**config.mk**
```make
export PLATFORM = sky130hd
export DESIGN_NAME = mode_sequencer_flat
export DESIGN_NICKNAME = d
export VERILOG_FILES = /design/src/rtl/mode_sequencer_if.sv /design/src/rtl/mode_sequencer.sv /design/src/flat_wrapper.sv
export SDC_FILE = /design/constraint.sdc
export NUM_CORES = 1
export LEC_CHECK = 0
export CORE_MARGIN = 4
export CORE_UTILIZATION = 52
export CTS_CLUSTER_DIAMETER = 120
export DETAILED_ROUTE_END_ITERATION = 7
export PLACE_DENSITY_LB_ADDON = 0.3
export SLEW_MARGIN = 0
export SYNTH_ARGS = -nofsm -noshare
export SYNTH_HDL_FRONTEND = slang
export SYNTH_SLANG_ARGS = --single-unit
```
**constraint.sdc**
```tcl
create_clock -name clk -period 1.67 [get_ports clk]
set_input_delay 0.167 -clock clk [delete_from_list [all_inputs] [get_ports clk]]
set_output_delay 0.167 -clock clk [all_outputs]
set_load 0.01 [all_outputs]
```
**src/rtl/mode_sequencer_if.sv**
```systemverilog
// mode_sequencer_if
//   Groups the button inputs and the mode outputs of one mode_sequencer.
//   Signals:
//     btn_next, btn_prev : raw asynchronous push buttons (driven by master)
//     lock               : synchronous; 1 = presses ignored, idle timer frozen
//     mode               : current mode, 0..N_MODES-1
//     mode_onehot        : one-hot decode of mode
//     mode_changed       : 1-cycle strobe, high in the first cycle a new mode is visible
//     idle_timeout       : 1-cycle strobe, high together with mode_changed when
//                          the idle timer forced the home mode
//   There is no valid/ready pair: the strobes are qualifiers for the cycle in
//   which they are high and are never held or back-pressured.
//   Modports: master = button/lock source, slave = the sequencer.
interface mode_sequencer_if #(
  parameter int N_MODES = 4
) ();
  localparam int MODE_W = $clog2(N_MODES);

  logic                btn_next;
  logic                btn_prev;
  logic                lock;
  logic [MODE_W-1:0]   mode;
  logic [N_MODES-1:0]  mode_onehot;
  logic                mode_changed;
  logic                idle_timeout;

  modport master (
    output btn_next, btn_prev, lock,
    input  mode, mode_onehot, mode_changed, idle_timeout
  );

  modport slave (
    input  btn_next, btn_prev, lock,
    output mode, mode_onehot, mode_changed, idle_timeout
  );
endinterface

```
**src/rtl/mode_sequencer.sv**
```systemverilog
// mode_sequencer
//   N-mode UI controller. Two raw buttons are synchronised, debounced and
//   edge-detected into single-cycle presses that step a mode register forward
//   or backward with wrap-around. Optional idle timer returns to HOME_MODE.
//   Ports:
//     clk  : system clock
//     rst  : asynchronous, active-high reset
//     bus  : mode_sequencer_if.slave (buttons, lock, mode outputs and strobes)
module mode_sequencer #(
  parameter int N_MODES         = 4,
  parameter int HOME_MODE       = 0,
  parameter int DEBOUNCE_CYCLES = 16,
  parameter int TIMEOUT_CYCLES  = 0
) (
  input  logic             clk,
  input  logic             rst,
  mode_sequencer_if.slave  bus
);
  localparam int MODE_W = $clog2(N_MODES);
  localparam int DB_W   = $clog2(DEBOUNCE_CYCLES + 1);
  localparam bit TO_EN  = (TIMEOUT_CYCLES > 0);
  localparam int IDLE_W = TO_EN ? $clog2(TIMEOUT_CYCLES + 1) : 1;
  localparam bit POW2   = (N_MODES == (1 << MODE_W));

  localparam logic [MODE_W-1:0] HOME      = MODE_W'(HOME_MODE);
  localparam logic [MODE_W-1:0] LAST_MODE = MODE_W'(N_MODES - 1);
  localparam logic [DB_W-1:0]   DB_LAST   = DB_W'(DEBOUNCE_CYCLES - 1);
  localparam logic [IDLE_W-1:0] IDLE_LAST = IDLE_W'(TO_EN ? TIMEOUT_CYCLES - 1 : 0);

  // Bit 0 = next, bit 1 = prev throughout the input path.
  logic [1:0]      w_raw;
  logic [1:0]      r_sync0;
  logic [1:0]      r_sync1;
  logic [1:0]      r_db;
  logic [1:0]      r_db_prev;
  logic [1:0]      r_press;
  logic [DB_W-1:0] r_db_cnt [2];

  logic [MODE_W-1:0]  r_mode;
  logic               r_changed;
  logic               r_timeout;
  logic [IDLE_W-1:0]  r_idle;

  logic [MODE_W-1:0]  w_mode_nxt;
  logic [IDLE_W-1:0]  w_idle_nxt;
  logic               w_fire;
  logic               w_accept;
  logic               w_pn;
  logic               w_pp;
  logic               w_oor;
  logic [N_MODES-1:0] w_onehot;

  assign w_raw = {bus.btn_prev, bus.btn_next};

  // Synchroniser, debouncer and rising-edge press detector for both buttons.
  // The debounce counter only runs while the synchronised level disagrees
  // with the accepted level, so any agreeing sample restarts the count.
  always_ff @(posedge clk or posedge rst) begin
    if (rst) begin
      r_sync0     <= '0;
      r_sync1     <= '0;
      r_db        <= '0;
      r_db_prev   <= '0;
      r_press     <= '0;
      r_db_cnt[0] <= '0;
      r_db_cnt[1] <= '0;
    end else begin
      r_sync0   <= w_raw;
      r_sync1   <= r_sync0;
      r_db_prev <= r_db;
      r_press   <= r_db & ~r_db_prev;
      for (int b = 0; b < 2; b++) begin
        if (r_sync1[b] != r_db[b]) begin
          if (r_db_cnt[b] == DB_LAST) begin
            r_db[b]     <= r_sync1[b];
            r_db_cnt[b] <= '0;
          end else begin
            r_db_cnt[b] <= r_db_cnt[b] + 1'b1;
          end
        end else begin
          r_db_cnt[b] <= '0;
        end
      end
    end
  end

  assign w_pn = r_press[0];
  assign w_pp = r_press[1];
  // Only a lone press moves the mode; simultaneous presses cancel out.
  assign w_accept = ~bus.lock & (w_pn ^ w_pp);
  // Codes above N_MODES-1 exist only when N_MODES is not a power of two.
  assign w_oor = !POW2 && (int'(r_mode) > N_MODES - 1);

  always_comb begin
    w_mode_nxt = r_mode;
    w_fire     = 1'b0;
    w_idle_nxt = r_idle;

    if (w_oor) begin
      w_mode_nxt = HOME;
    end else if (!bus.lock) begin
      if (w_pn & ~w_pp) begin
        w_mode_nxt = (r_mode == LAST_MODE) ? '0 : r_mode + 1'b1;
      end else if (w_pp & ~w_pn) begin
        w_mode_nxt = (r_mode == '0) ? LAST_MODE : r_mode - 1'b1;
      end else if (TO_EN && (r_mode != HOME) && (r_idle == IDLE_LAST)) begin
        // A press on the same edge takes the branches above, so it wins.
        w_mode_nxt = HOME;
        w_fire     = 1'b1;
      end
    end

    if (!TO_EN) begin
      w_idle_nxt = '0;
    end else if (bus.lock) begin
      w_idle_nxt = r_idle;
    end else if (w_accept || (r_mode == HOME) || w_fire) begin
      w_idle_nxt = '0;
    end else begin
      w_idle_nxt = r_idle + 1'b1;
    end
  end

  always_ff @(posedge clk or posedge rst) begin
    if (rst) begin
      r_mode    <= HOME;
      r_changed <= 1'b0;
      r_timeout <= 1'b0;
      r_idle    <= '0;
    end else begin
      r_mode    <= w_mode_nxt;
      r_changed <= (w_mode_nxt != r_mode);
      r_timeout <= w_fire;
      r_idle    <= w_idle_nxt;
    end
  end

  always_comb begin
    w_onehot = '0;
    for (int i = 0; i < N_MODES; i++) begin
      w_onehot[i] = (r_mode == MODE_W'(i));
    end
  end

  assign bus.mode         = r_mode;
  assign bus.mode_onehot  = w_onehot;
  assign bus.mode_changed = r_changed;
  assign bus.idle_timeout = r_timeout;
endmodule

```
**src/flat_wrapper.sv**
```systemverilog
// flat-port wrapper written by rule: the top's interface ports become plain ports
module mode_sequencer_flat 
#(
  parameter int N_MODES         = 4,
  parameter int HOME_MODE       = 0,
  parameter int DEBOUNCE_CYCLES = 16,
  parameter int TIMEOUT_CYCLES  = 0
)
  (clk, rst, bus_btn_next, bus_btn_prev, bus_lock, bus_mode, bus_mode_onehot, bus_mode_changed, bus_idle_timeout);
  mode_sequencer_if #(.N_MODES(N_MODES)) bus_i ();
  input  logic clk;
  input  logic rst;
  input wire logic [$bits(bus_i.btn_next)-1:0] bus_btn_next;
  input wire logic [$bits(bus_i.btn_prev)-1:0] bus_btn_prev;
  input wire logic [$bits(bus_i.lock)-1:0] bus_lock;
  output wire logic [$bits(bus_i.mode)-1:0] bus_mode;
  output wire logic [$bits(bus_i.mode_onehot)-1:0] bus_mode_onehot;
  output wire logic [$bits(bus_i.mode_changed)-1:0] bus_mode_changed;
  output wire logic [$bits(bus_i.idle_timeout)-1:0] bus_idle_timeout;
  assign bus_i.btn_next = bus_btn_next;
  assign bus_i.btn_prev = bus_btn_prev;
  assign bus_i.lock = bus_lock;
  assign bus_mode = bus_i.mode;
  assign bus_mode_onehot = bus_i.mode_onehot;
  assign bus_mode_changed = bus_i.mode_changed;
  assign bus_idle_timeout = bus_i.idle_timeout;
  mode_sequencer #(.N_MODES(N_MODES), .HOME_MODE(HOME_MODE), .DEBOUNCE_CYCLES(DEBOUNCE_CYCLES), .TIMEOUT_CYCLES(TIMEOUT_CYCLES)) u_core (.clk(clk), .rst(rst), .bus(bus_i));
endmodule
```
Word-level counts from Yosys, hierarchy flattened
Cells that the tools add are included.
{"block": "totals", "reg_bits": 23, "out_inout_bits": 8, "elab_cells": 40}
{"block": "op_classes", "muxes": 9, "bitwise_logic": 6, "n_reduce_logical": 3, "eq_ne": 8, "add_sub_neg": 4}
{"op": "$mux 5", "count": 4}
{"op": "$add 5x1->5 const B", "count": 2}
{"op": "$eq 5x4->1 const B", "count": 2}
{"op": "$mux 2", "count": 5}
{"op": "$eq 2x2->1 const B", "count": 2}
{"op": "$reduce_and 2->1", "count": 2}
{"op": "$add 2x1->2 const B", "count": 1}
{"op": "$and 1x1->1", "count": 2}
{"op": "$and 2x2->2", "count": 1}
{"op": "$eq 2x1->1 const B", "count": 1}
{"op": "$logic_not 2->1", "count": 1}
{"op": "$ne 1x1->1", "count": 2}
{"op": "$ne 2x2->1", "count": 1}
{"op": "$not 1->1", "count": 2}
{"op": "$not 2->2", "count": 1}
{"op": "$sub 2x1->2 const B", "count": 1}

Logic depth before layout (Yosys ltp)
{"block": "logic_depth", "word_depth": 6, "ltp_mapped": 5}

Least setup slack after synthesis
No wires, ideal clock.
{"block": "synth_timing", "path_type": "register to register", "startpoint": "register u_core.r_mode[0], in the netlist u_core.bus.mode[0]", "endpoint": "register u_core.r_changed, in the netlist u_core.bus.mode_changed", "setup_time_ns": 0.130, "t_required_ns": 1.540, "n_path_buf": 0, "arrival_time_ns": 1.312, "setup_slack_ns": 0.229, "path_stages_with_launch": 6, "path_cell_list": "dfrtp_1 -> inv_1 -> ha_1 -> xnor2_1 -> mux2i_1 -> a31oi_1"}
{"block": "synth_via", "elab_chain_len": 6, "word_cells_on_any_way": 10, "cone_classes": "2 x add/sub; 2 x eq/ne; 5 x mux; 1 x reduce/logical"}
{"item": "from (decl)", "line": "mode_sequencer.sv:39", "source": "logic [MODE_W-1:0] r_mode;"}
{"item": "from (signal assigned)", "line": "mode_sequencer.sv:131", "source": "r_mode <= w_mode_nxt;"}
{"item": "$sub 2x1->2 or $logic_not 2->1 (tied branches)", "line": "mode_sequencer.sv:105", "source": "w_mode_nxt = (r_mode == '0) ? LAST_MODE : r_mode - 1'b1;"}
{"item": "$mux 2", "line": "mode_sequencer.sv:105"}
{"item": "$mux 2", "line": "mode_sequencer.sv:104", "source": "end else if (w_pp & ~w_pn) begin"}
{"item": "$mux 2", "line": "mode_sequencer.sv:102", "source": "if (w_pn & ~w_pp) begin"}
{"item": "$mux 2", "line": "mode_sequencer.sv:101", "source": "end else if (!bus.lock) begin"}
{"item": "$ne 2x2->1 *", "line": "mode_sequencer.sv:132", "source": "r_changed <= (w_mode_nxt != r_mode);"}
{"item": "to (signal assigned)", "line": "mode_sequencer.sv:132"}
{"item": "to (decl)", "line": "mode_sequencer.sv:40", "source": "logic r_changed;"}
Every way passes the cells marked *; elsewhere a longest branch is shown, timed or not.
A chain may end at the register's enable or synchronous reset.

Worst setup path after layout
{"block": "layout_timing", "startpoint": "register u_core.r_mode[0], in the netlist u_core.bus.mode[0]", "endpoint": "output bus_mode_onehot[0]"}
{"block": "layout_via", "elab_chain_len": 1}
{"item": "$logic_not 2->1", "line": "mode_sequencer.sv:141", "source": "w_onehot[i] = (r_mode == MODE_W'(i));"}
{"item": "to (decl)", "line": "flat_wrapper.sv:17", "source": "output wire logic [$bits(bus_i.mode_onehot)-1:0] bus_mode_onehot;"}
No other way between the ends.

==> flow_summary_export.csv <==
group,metric,value,unit
final_layout,final_nets,114,
global_routing,grt_pass1_vias,624,
routing,routedWlPerCell,12.1,µm
synthesis,synth.avg_cell_area,11.6,µm²
timing,min_period,1.57,ns
global_routing,gr-usage-met3,0.0204,
global_routing,grt_antenna_before_repair,0,
routing,vias_per_cell,5.05,
synthesis,syn_inst,84,
routing,drt_wl_total,1540,µm
global_routing,grtUsageMet2,0.229,
global_routing,busiest_layer,"met2",
clock_network,cts.clk_slew.worst_paths,0.12,ns
worst_setup_path,cp_max_fo,5,
worst_setup_path,worst_setup_path_end_kind,"output pin",
power,p_leak,0.621,nW
timing,slew_violations,0,
place,placed_cell_area,1120,µm²
floorplan,die_w,51.4,µm
clock_network,clockBufferDepth,2,
timing,hold_viol,0,
final_layout,antennaDiodeCount,0,
min_path,hold_path.class,"input pin to async pin",
final_layout,mostFrequentLayoutCells,"dfrtp_1, nor2_1, inv_1, clkdlybuf4s50_1, xor2_1",
place,port_buffers,11,
timing,final.setup_skew,0.00430,ns
final_layout,ff_latch_area,577,µm²
power,cellPowerDensity,776,nW/µm²
clock_network,cts_tree,"yes",
synthesis,yosysSeqAreaShare,0.588,
global_routing,grt_use_met1,0.154,
final_layout,fillCellCount,132,
routing,vias,641,
clock_network,clock_latency,0.30,ns
final_layout,multi_input_area,368,µm²
floorplan,initial_core_util,0.561,
routing,dr.first_iter.drc_count,25,
routing,first_pass_iters,4,
final_layout,drive_gt1_frac,0.137,
synthesis,syn_area,978,µm²
synthesis,yosys_register_bits,23,
floorplan,die_area,2640,µm²
synthesis,ys_types,24,
floorplan,die_h,51.4,µm
power,power.total,0.910,mW
worst_setup_path,arrival,1.41,ns
status,status,"completed",
global_routing,grt_max_degree,24,
clock_network,cts.htree.levels,1,
floorplan,rows,15,
global_routing,grt_pass1_wl,2550,µm
routing,route.detailed.drc,0,
timing,tns,0,ns
clock_network,cts-root-buf,"clkbuf_4",
timing,rsz0062_at_grt,"no",
worst_setup_path,critPathLaunchType,"register",
global_routing,grt_use_total,0.128,
worst_setup_path,required,1.50,ns
synthesis,syn-num-nets,95,
floorplan,coreArea,1750,µm²
clock_network,cts.sinks,23,
place,finalWeightedCongestion,0.837,
global_routing,grt_overflow_total,0,
power,vdd_ir_drop_max,0.671,mV
clock_network,ctsHoldBuffers,0,
timing,hold_ws,0.187,ns
clock_network,cts-buffers-inserted,3,
timing,period_share,0.941,
flow_run,maxCapViolCount,0,
final_layout,fin_area,1170,µm²
synthesis,ys_warn_count,0,
place,dp_hpwl,1100,µm
floorplan,io_pins,13,
timing,setup_viol,0,
worst_setup_path,path_class,"register to output pin",
timing,max_freq,0.636,GHz
final_layout,areaGrowthSynthToFinish,19.8,%
final_layout,layout_commonest_cell,"dfrtp_1",
routing,antenna_left,0,
-- Yosys cell counts (all sizes together) --
master	number	share of area
inv	8	0.031
xor2	6	0.054
and2b	2	0.018
o21bai	1	0.0077
and3	2	0.013
a22oi	2	0.015
conb	1	0.0038
o21ai	6	0.031
nand3	4	0.020
and2	2	0.013
ha	6	0.077
o31a	1	0.0090
nor2	10	0.038
dfrtp	23	0.59
a21oi	1	0.0051
nor2b	2	0.013
mux2i	1	0.010
a31oi	1	0.0064
o21a	1	0.0077
buf	1	0.0077
mux2	2	0.023
xnor2	1	0.0090
-- through the flow --
stage	setup slack, ns	std cells	utilization
floorplan	0.229	84	-
global placement	0.220	120	0.642
detailed placement	0.166	120	0.642
CTS	0.0460	127	0.669
global route	0.0224	127	0.672
finish	0.0978	127	0.672
-- sequential cells by signal (all words and copies together), names as in the netlist --
register,flops
u_core.bus.mode_changed,1
u_core.r_db_cnt,10
u_core.r_press,2
u_core.r_db,2
u_core.bus.mode,2
u_core.r_sync0,2
u_core.r_sync1,2
u_core.r_db_prev,2
-- routing by layer --
layer	vias to the layer above	wire length, µm	share of wire
li1	309	-	-
met1	315	673	0.44
met2	15	790	0.51
met3	2	59	0.038
met4	0	15	0.0097
met5	-	0	0
-- area by class of cell --
class	instances	area share
clock buffer	3	0.0192
clock inverter	1	0.00427
inverter	8	0.0256
multi-input combinational	52	0.314
sequential	23	0.492
tap	25	0.0267
timing repair buffer	15	0.118
-- power by group --
group,internal [mW],switching [mW],total [mW]
sequential,0.575,0.0134,0.588
combinational,0.0371,0.0404,0.0775
clock,0.0891,0.155,0.244
total,0.701,0.209,0.910
-- kinds of logic after synthesis --
logic type	Yosys count	share of synthesized area
and+or+nand+nor	22	0.115
muxes	3	0.0332
xor gates and xnor gates	7	0.0627
other	1	0.00383
DFF	23	0.588
buffers and inverters	9	0.0384
AOI/OAI and AO/OA	13	0.0818
adders and majority gates	6	0.0767
-- final timing paths --
kind	start	to	slack (ns)	cells after the start
max	u_core.bus.mode[0]	bus_mode_onehot[0]	0.1	4
min	rst	u_core.bus.mode_changed	0.19	3
max reg2reg	u_core.bus.mode[0]	u_core.bus.mode_changed	0.13	6
min reg2reg	u_core.r_sync0[1]	u_core.r_sync1[1]	0.37	0
max in group asynchronous	rst	u_core.bus.mode[1]	1.25	3
min in group clk	bus_btn_next	u_core.r_sync0[0]	0.29	1
-- worst max-delay path: stages (launching register included) --
cell	delay, ns
dfrtp_1	0.43
buf_4	0.16
inv_2	0.08
ha_1	0.17
dlygate4sd2_1	0.27
-- repair_timing --
| action | CTS | global route |
|---|---|---|
| gates resized for setup | 5 | 2 |
| endpoints found under the setup margin | 4 | 1 |
| setup buffers | 3 | 0 |
No activity file was read; power rests on OpenSTA's default activity.
